--- src/rtl/sntc_ldpc_pkg.sv ---
// Shared types and default sizing for the LDPC syndrome iteration controller.
package sntc_ldpc_pkg;

  localparam int SNTC_MM       = 'h000a8;
  localparam int SNTC_NN       = 'h000d0;
  localparam int SNTC_SYN_LAT  = 2;
  localparam int SNTC_MAX_ITER = 8;
  // Latency counter width; SYN_LAT is limited to 1..15.
  localparam int SNTC_LATW     = 4;

  typedef enum logic [2:0] {
    ST_IDLE,
    ST_WAIT,
    ST_EVAL,
    ST_FLIP,
    ST_DONE
  } syn_ctrl_state_e;

endpackage

--- src/rtl/sntc_popcount.sv ---
// Combinational population count built as a balanced adder tree.
module sntc_popcount #(
  parameter int W = 8
) (
  input  logic [W-1:0]             bits,
  output logic [$clog2(W+1)-1:0]   count
);

  localparam int OW = $clog2(W + 1);
  localparam int LV = (W > 1) ? $clog2(W) : 0;
  localparam int NL = 1 << LV;

  genvar gi, gj;
  generate
    // Level 0 holds the (zero-padded) leaves; each later level halves the node count.
    for (gi = 0; gi <= LV; gi++) begin : g_lvl
      logic [OW-1:0] s [NL >> gi];
      if (gi == 0) begin : g_leaf
        for (gj = 0; gj < NL; gj++) begin : g_bit
          if (gj < W) begin : g_used
            assign s[gj] = OW'(bits[gj]);
          end else begin : g_pad
            assign s[gj] = '0;
          end
        end
      end else begin : g_add
        for (gj = 0; gj < (NL >> gi); gj++) begin : g_node
          assign s[gj] = g_lvl[gi-1].s[2*gj] + g_lvl[gi-1].s[2*gj+1];
        end
      end
    end
  endgenerate

  assign count = g_lvl[LV].s[0];

endmodule

--- src/rtl/sntc_ldpc_syn_iter_ctrl.sv ---
// Sequences the syndrome unit and flip engine of the bit-flipping LDPC decoder:
// check, flip, re-check until the word is valid or the iteration budget runs out.
module sntc_ldpc_syn_iter_ctrl
  import sntc_ldpc_pkg::*;
#(
  parameter int MM       = SNTC_MM,
  parameter int NN       = SNTC_NN,
  parameter int SUM_MM   = $clog2(MM + 1),
  parameter int SYN_LAT  = SNTC_SYN_LAT,
  parameter int MAX_ITER = SNTC_MAX_ITER,
  parameter int ITW      = $clog2(MAX_ITER + 1)
) (
  input  logic              clk,
  input  logic              rst,
  input  logic              in_valid,
  output logic              in_ready,
  input  logic [NN-1:0]     in_cw,
  output logic [NN-1:0]     syn_y,
  output logic              syn_clr,
  input  logic [MM-1:0]     syn_vec,
  input  logic              syn_valid_cword,
  output logic              flip_req,
  output logic [MM-1:0]     flip_syn,
  input  logic              flip_ack,
  input  logic [NN-1:0]     flip_cw,
  output logic              out_valid,
  input  logic              out_ready,
  output logic [NN-1:0]     out_cw,
  output logic              out_ok,
  output logic [ITW-1:0]    out_iter,
  output logic [SUM_MM-1:0] out_wt,
  input  logic              abort
);

  localparam int LATW = SNTC_LATW;
  localparam int PCW  = $clog2(MM + 1);

  syn_ctrl_state_e state, state_next;

  logic [NN-1:0]     cw_q;
  logic [ITW-1:0]    iter;
  logic [LATW-1:0]   lat_cnt;
  logic [MM-1:0]     syn_q;
  logic [SUM_MM-1:0] wt_q;
  logic              ok_q;
  logic              clr_q;
  logic [PCW-1:0]    wt_now;

  logic load_in, load_flip, at_max;

  sntc_popcount #(.W(MM)) u_popcount (
    .bits  (syn_vec),
    .count (wt_now)
  );

  // abort wins over every handshake, so the loads are qualified with it.
  assign load_in   = (state == ST_IDLE) && in_valid && !abort;
  assign load_flip = (state == ST_FLIP) && flip_ack && !abort;
  assign at_max    = (iter == ITW'(MAX_ITER));

  always_ff @(posedge clk or posedge rst) begin
    if (rst) begin
      state <= ST_IDLE;
    end else begin
      state <= state_next;
    end
  end

  always_comb begin
    state_next = state;
    if (abort) begin
      state_next = ST_IDLE;
    end else begin
      case (state)
        ST_IDLE: if (in_valid) state_next = ST_WAIT;
        ST_WAIT: if (lat_cnt == '0) state_next = ST_EVAL;
        ST_EVAL: state_next = (syn_valid_cword || at_max) ? ST_DONE : ST_FLIP;
        ST_FLIP: if (flip_ack) state_next = ST_WAIT;
        ST_DONE: if (out_ready) state_next = ST_IDLE;
        default: state_next = ST_IDLE;
      endcase
    end
  end

  always_comb begin
    in_ready  = (state == ST_IDLE);
    flip_req  = (state == ST_FLIP);
    out_valid = (state == ST_DONE);
    syn_clr   = (state == ST_WAIT) && clr_q;
  end

  // clr_q marks the first WAIT cycle of each check, whether entered from IDLE or FLIP.
  always_ff @(posedge clk or posedge rst) begin
    if (rst) begin
      cw_q    <= '0;
      iter    <= '0;
      lat_cnt <= '0;
      syn_q   <= '0;
      wt_q    <= '0;
      ok_q    <= 1'b0;
      clr_q   <= 1'b0;
    end else begin
      clr_q <= 1'b0;
      if (load_in) begin
        cw_q    <= in_cw;
        iter    <= '0;
        lat_cnt <= LATW'(SYN_LAT - 1);
        clr_q   <= 1'b1;
      end
      if (load_flip) begin
        cw_q    <= flip_cw;
        iter    <= iter + ITW'(1);
        lat_cnt <= LATW'(SYN_LAT - 1);
        clr_q   <= 1'b1;
      end
      if (state == ST_WAIT && !abort && lat_cnt != '0) begin
        lat_cnt <= lat_cnt - LATW'(1);
      end
      if (state == ST_EVAL && !abort) begin
        wt_q  <= SUM_MM'(wt_now);
        syn_q <= syn_vec;
        ok_q  <= syn_valid_cword;
      end
    end
  end

  assign syn_y    = cw_q;
  assign flip_syn = syn_q;
  assign out_cw   = cw_q;
  assign out_ok   = ok_q;
  assign out_iter = iter;
  assign out_wt   = wt_q;

endmodule

--- config.mk ---
export PLATFORM = sky130hd
export DESIGN_NAME = sntc_ldpc_syn_iter_ctrl
export DESIGN_NICKNAME = d
export VERILOG_FILES = /design/src/rtl/sntc_ldpc_pkg.sv /design/src/rtl/sntc_popcount.sv /design/src/rtl/sntc_ldpc_syn_iter_ctrl.sv
export SDC_FILE = /design/constraint.sdc
export NUM_CORES = 1
export LEC_CHECK = 0
export ABC_CLOCK_PERIOD_IN_PS = 15000
export BUFFER_PORTS_ARGS = -buffer_cell sky130_fd_sc_hd__buf_2
export CAP_MARGIN = 10
export CORE_AREA = 4 4 464 466
export CTS_CLUSTER_DIAMETER = 80
export DETAILED_ROUTE_END_ITERATION = 8
export DIE_AREA = 0 0 468 470
export GPL_TIMING_DRIVEN = 0
export SLEW_MARGIN = 5
export SYNTH_ARGS = -nofsm -noshare
export SYNTH_HDL_FRONTEND = slang
export SYNTH_SLANG_ARGS = --single-unit
--- constraint.sdc ---
create_clock -name clk -period 15 [get_ports clk]
set_input_delay 3 -clock clk [delete_from_list [all_inputs] [get_ports clk]]
set_output_delay 3 -clock clk [all_outputs]
set_load 0.02 [all_outputs]
==> results of run 1 <==
-- worst paths after layout --
check                                          startpoint                        end  slack (ns)
worst max-delay path                         syn_vec[120]      out_wt[7]$_DFFE_PP0P_        4.57
worst min-delay path            flip_syn[145]$_DFFE_PP0P_  flip_syn[145]$_DFFE_PP0P_        0.47
worst max register to register       state[0]$_DFFE_PP0P_    out_cw[114]$_DFFE_PP0P_       11.93
worst min register to register  flip_syn[145]$_DFFE_PP0P_  flip_syn[145]$_DFFE_PP0P_        0.47
max in group asynchronous                             rst   flip_syn[93]$_DFFE_PP0P_       10.91
min in group asynchronous                             rst     out_cw[61]$_DFFE_PP0P_        2.37
-- synth_stat cells, types with 3 or more instances --
| library cell | count | area share, % |
|---|---|---|
| nand2_1 | 942 | 15 |
| nor3b_1 | 4 | 0.13 |
| a211oi_1 | 3 | 0.094 |
| nor2_1 | 214 | 3.4 |
| buf_4 | 209 | 6.6 |
| ha_1 | 113 | 5.9 |
| xnor2_1 | 3 | 0.11 |
| a31oi_1 | 210 | 5.5 |
| fa_1 | 168 | 14 |
| o21ai_0 | 11 | 0.23 |
| buf_2 | 43 | 0.90 |
| and3_1 | 3 | 0.079 |
| xor2_1 | 3 | 0.11 |
| a22o_1 | 3 | 0.11 |
| clkbuf_1 | 84 | 1.3 |
| buf_1 | 6 | 0.094 |
| inv_1 | 250 | 3.9 |
| nor3_1 | 6 | 0.13 |
| dfrtp_1 | 397 | 42 |
-- layout make-up --
class / count / area (um^2) / area share (%)
multi-input cells: 1708 / 10900 / 30.6
clock buffers: 71 / 1570 / 4.42
flip-flops and latches: 397 / 9930 / 28.0
inverters: 251 / 950 / 2.67
well taps: 2821 / 3530 / 9.93
repair buffers: 1196 / 6070 / 17.1
clock inverters: 33 / 415 / 1.17
plain buffers: 343 / 2140 / 6.01
diodes: 29 / 72.6 / 0.204
-- critical path, cell delays in order --
cell       delay, ns
buf_2           0.13
ha_1            0.28
inv_1           0.05
fa_1            0.68
inv_1           0.11
fa_1            0.49
fa_1            0.55
inv_1           0.06
fa_1            0.53
inv_1           0.05
fa_1            0.55
fa_1            0.46
fa_1            0.53
fa_1            0.54
fa_1            0.56
inv_1           0.06
fa_1            0.54
inv_1           0.04
ha_1            0.23
fa_1            0.42
a21o_1          0.20
a2111oi_0       0.58
xnor2_1         0.19
o21ai_0         0.09
-- state kept, by name, indices dropped and copies added, names as in the netlist --
name / cells
out_cw: 208
flip_syn: 168
out_wt: 8
lat_cnt: 4
out_iter: 4
state: 3
clr_q: 1
out_ok: 1
-- logic make-up after synthesis --
logic type	Yosys count	synth area share (%)
and+or+nand+nor	1181	18.9
adders and majority gates	281	20.0
DFF	397	41.6
AOI/OAI and AO/OA	238	6.29
xor gates and xnor gates	6	0.220
muxes	2	0.0839
buffers and inverters	594	12.9
-- through the flow --
step | utilization (%) | cells | hold WS (ns)
floorplan | - | 2699 | 0.469
global placement | 15.8 | 6711 | 0.456
detailed placement | 15.8 | 6715 | 0.457
CTS | 16.8 | 6819 | 0.476
global route | 16.8 | 6832 | 0.491
finish | 16.8 | 6849 | 0.473
-- layer usage --
layer / GRT usage (%) / vias to the layer above
met5: 0 / -
met4: 7.33 / 68
met3: 5.92 / 312
met2: 28.9 / 1355
met1: 18.3 / 12200
li1: - / 10800
==> results.toml, run 1 <==
[status]
run_status = "finished, final reports clean"

[clocking]
cts_hold_buffers = 0
cts_setup_buffers = 0
cts_resized = 0
cts.sinks = 397
cts_tree = "done"
cts-root-buf = "clkbuf_16"
insertion_delay_ns = 0.68
cts_buffer_depth = 3
cts_max_level = 2
clk_pin_slew_worst_paths_ns = 0.06
cts_buffers = 56

[drt]
wl_met1_um = 69500
dr.max_layer_used = "met5"
drc_errors = 0
drt_first_pass_iters = 5
avgRoutedWirePerCell_um = 27.8
postRouteAntennaNets = 0
routed_via_density = 3.60
met3_length_um = 18500
vias = 24700
finalWirelength_um = 191000
drt_iter0_markers = 1725
wl_met2_um = 92300

[yosys]
synthesis.instances = 2699
ys.flop_type = "dfrtp_1"
ys_seq_area_share_pct = 41.6
async_flop_share_pct = 100
syn_nets = 3571
syn_area_um2 = 23900
avgSynthCellArea_um2 = 8.84
synth_edf_count = 0
yosysWarnings = 0
synthDistinctLibCells = 39
ys_seq_elements = 397

[global_route]
grt_max_degree = 111
grt_pass1_wl_um = 244000
antenna_found_initial = 94
grt.overflow.total = 0
track_usage_pct = 16.7
grt_pass1_vias = 25400

[worst_setup_path]
critPathKind = "in -> reg"
cp.required_ns = 15.51
cp-end-kind = "flip-flop"
reg2reg_depth = 7
path_max_fanout = 3
crit_arrival_ns = 10.95
start_kind = "input port"

[sta]
rsz0062_at_grt = "false"
slew_viol_final = 0
period_share_pct = 69.6
layout_min_cycle_time_ns = 10.43
fmax_ghz = 0.0958
setup_viol = 0
clock_skew_ns = 0.0157
setup_tns_ns = 0
worst_slack_ns = 4.57
tightest_slew_ns = 1.17
hold_viol_final = 0
maxSlewHeadroom_pct = 22.0

[placed_design]
place_hpwl_um = 169000
dpl-instance-area_um2 = 33500
port_buffers = 1191
dpl_worst_slack_ns = 3.76
routabilityCongestion = 0.979

[finish]
stdcell_area_um2 = 35500
final_cell_mix = "buf_2 (1,234), nand2_1 (942), dfrtp_1 (397), inv_1 (249), nor2_1 (214)"
nFillCells = 23900
mostFrequentLayoutCell = "buf_2"
syn_to_final_growth_pct = 48.9
drive_above_1_share_pct = 38.9
final_nets = 4825

[worst_hold_path]
hp-class = "reg -> reg"
worstHoldPathCells = 2

[die]
fp.dieW_um = 468
die_h_um = 470
core-area_um2 = 211000
start_util_pct = 11.3
rows = 169
die-area_um2 = 220000
ios = 1192

[job]
drv_cap = 0
Power of run 1 is not shown: default switching activity piles up to over one toggle a cycle in this logic, so the estimate is an artifact.
==> inputs of run 2 (changes only) <==
--- a/config.mk
+++ b/config.mk
@@ -5,7 +5,7 @@
 export SDC_FILE = /design/constraint.sdc
 export NUM_CORES = 1
 export LEC_CHECK = 0
-export ABC_CLOCK_PERIOD_IN_PS = 15000
+export ABC_CLOCK_PERIOD_IN_PS = 10600
 export BUFFER_PORTS_ARGS = -buffer_cell sky130_fd_sc_hd__buf_2
 export CAP_MARGIN = 10
 export CORE_AREA = 4 4 464 466
==> constraint.sdc (replaced) <==
create_clock -name clk -period 10.6 [get_ports clk]
set_input_delay 2.12 -clock clk [delete_from_list [all_inputs] [get_ports clk]]
set_output_delay 2.12 -clock clk [all_outputs]
set_load 0.02 [all_outputs]
==> results.toml, run 2 (synthesized netlist as in run 1, its figures left out) <==
[sta]
slew_viol_final = 0
clock_skew_ns = 0.0347
tightest_slew_ns = 1.21
worst_slack_ns = 1.12
hold_viol_final = 0
layout_min_cycle_time_ns = 9.48
maxSlewHeadroom_pct = 19.6
fmax_ghz = 0.106
period_share_pct = 89.4
rsz0062_at_grt = "false"
setup_viol = 0
whs_ns = 0.467

[die]
start_util_pct = 11.3
core-area_um2 = 211000
rows = 169
fp.dieW_um = 468
die-area_um2 = 220000
die_h_um = 470
ios = 1192

[drt]
avgRoutedWirePerCell_um = 27.6
finalWirelength_um = 190000
drc_errors = 0
postRouteAntennaNets = 0
drt_first_pass_iters = 7
vias = 24700
drt_iter0_markers = 1678
routed_via_density = 3.60

[clocking]
cts_buffer_depth = 3
clk_pin_slew_worst_paths_ns = 0.06
cts_hold_buffers = 0
cts_max_level = 2
insertion_delay_ns = 0.68
cts_tree = "done"
cts_setup_buffers = 0
cts_buffers = 56
cts-root-buf = "clkbuf_16"
cts.sinks = 397
cts_resized = 0

[placed_design]
dpl_worst_slack_ns = 0.321
port_buffers = 1191
place_hpwl_um = 169000
routabilityCongestion = 0.927

[finish]
mostFrequentLayoutCell = "buf_2"
largest_reg_flops = 208
final_nets = 4835
nFillCells = 24000
syn_to_final_growth_pct = 49.3
multi_input_area_um2 = 10900
seqCellArea_um2 = 9930
final_cell_mix = "buf_2 (1,234), nand2_1 (942), dfrtp_1 (397), inv_1 (249), nor2_1 (214)"
drive_above_1_share_pct = 38.9

[worst_setup_path]
cp.required_ns = 11.11
critPathSlowestCell = "fa_1"
worst-path-buf-inv = 7
crit_chain = "buf_2 > ha_1 > inv_1 > fa_1 > inv_1 > fa_1 > fa_1 > inv_1 > fa_1 > inv_1 > fa_1 > fa_1 > fa_1 > fa_1 > fa_1 > inv_1 > fa_1 > inv_1 > ha_1 > fa_1 > a21o_1 > a2111oi_0 > xnor2_1 > o21ai_0"
path_max_fanout = 3
crit_path_max_incr_delay_ns = 0.73
critPathKind = "in -> reg"
start_kind = "input port"
crit_family = "adder cells"
cp-end-kind = "flip-flop"
crit_top_cell = "fa_1"
crit_arrival_ns = 9.99

[global_route]
antenna_found_initial = 87
track_usage_pct = 16.6
grt.overflow.total = 0
grt_max_degree = 41
grt_pass1_wl_um = 243000
grt_pass1_vias = 25600

[job]
drv_cap = 0

[status]
run_status = "finished, final reports clean"

[worst_hold_path]
hp-class = "reg -> reg"
## run 2: cell types whose count changed in the layout (fill, tap and decap cells not counted), sizes merged
| cell | previous run | this run |
|---|---|---|
| clkinv | 10 | 13 |
| diode | 29 | 33 |
| clkbuf | 155 | 163 |
| buf | 1455 | 1465 |
| bufinv | 7 | 3 |
| inv | 262 | 257 |
## run 2: per-stage QoR
stage	setup TNS, ns	instances	utilization, %	area, um^2
finish	0	6865	16.9	35600
global route	0	6842	16.8	35600
CTS	0	6832	16.8	35500
detailed placement	0	6726	15.9	33600
global placement	-40.02	6711	15.8	33400
floorplan	0	2699	-	23900
## run 2: layout make-up
| cell class | count | area share [%] |
|---|---|---|
| buffer | 343 | 5.99 |
| timing repair buffer | 1206 | 17.5 |
| antenna | 33 | 0.232 |
| inverter | 251 | 2.66 |
| sequential | 397 | 27.9 |
| multi-input combinational | 1708 | 30.5 |
| clock buffer | 79 | 4.51 |
| clock inverter | 27 | 0.797 |
| tap | 2821 | 9.91 |
## run 2: metal layers
metal | vias to the layer above | wire (um) | GRT usage (%)
li1 | 10800 | - | -
met1 | 12300 | 68100 | 18.0
met2 | 1298 | 93400 | 29.0
met5 | - | 463 | 0
met4 | 72 | 9220 | 7.28
met3 | 281 | 18400 | 6.04
## run 2: worst min-delay path, cell delays in order (launching register included)
cell and delay (ns):
dfrtp_1 0.33, nand2_1 0.05, nand2_1 0.05
## run 2: path summary, 6_finish.rpt
path / cells after the start / slack (ns) / end / from
max in group asynchronous: 9 / 7.03 / flip_syn[95]$_DFFE_PP0P_ / rst
min in group asynchronous: 2 / 1.41 / out_cw[67]$_DFFE_PP0P_ / rst
hold / removal: 2 / 0.47 / flip_syn[74]$_DFFE_PP0P_ / flip_syn[74]$_DFFE_PP0P_
setup / recovery: 24 / 1.12 / out_wt[7]$_DFFE_PP0P_ / syn_vec[120]
hold reg to reg: 2 / 0.47 / flip_syn[74]$_DFFE_PP0P_ / flip_syn[74]$_DFFE_PP0P_
setup reg to reg: 8 / 7.54 / out_cw[111]$_DFFE_PP0P_ / state[0]$_DFFE_PP0P_
Power of run 2 is left out for the same reason.
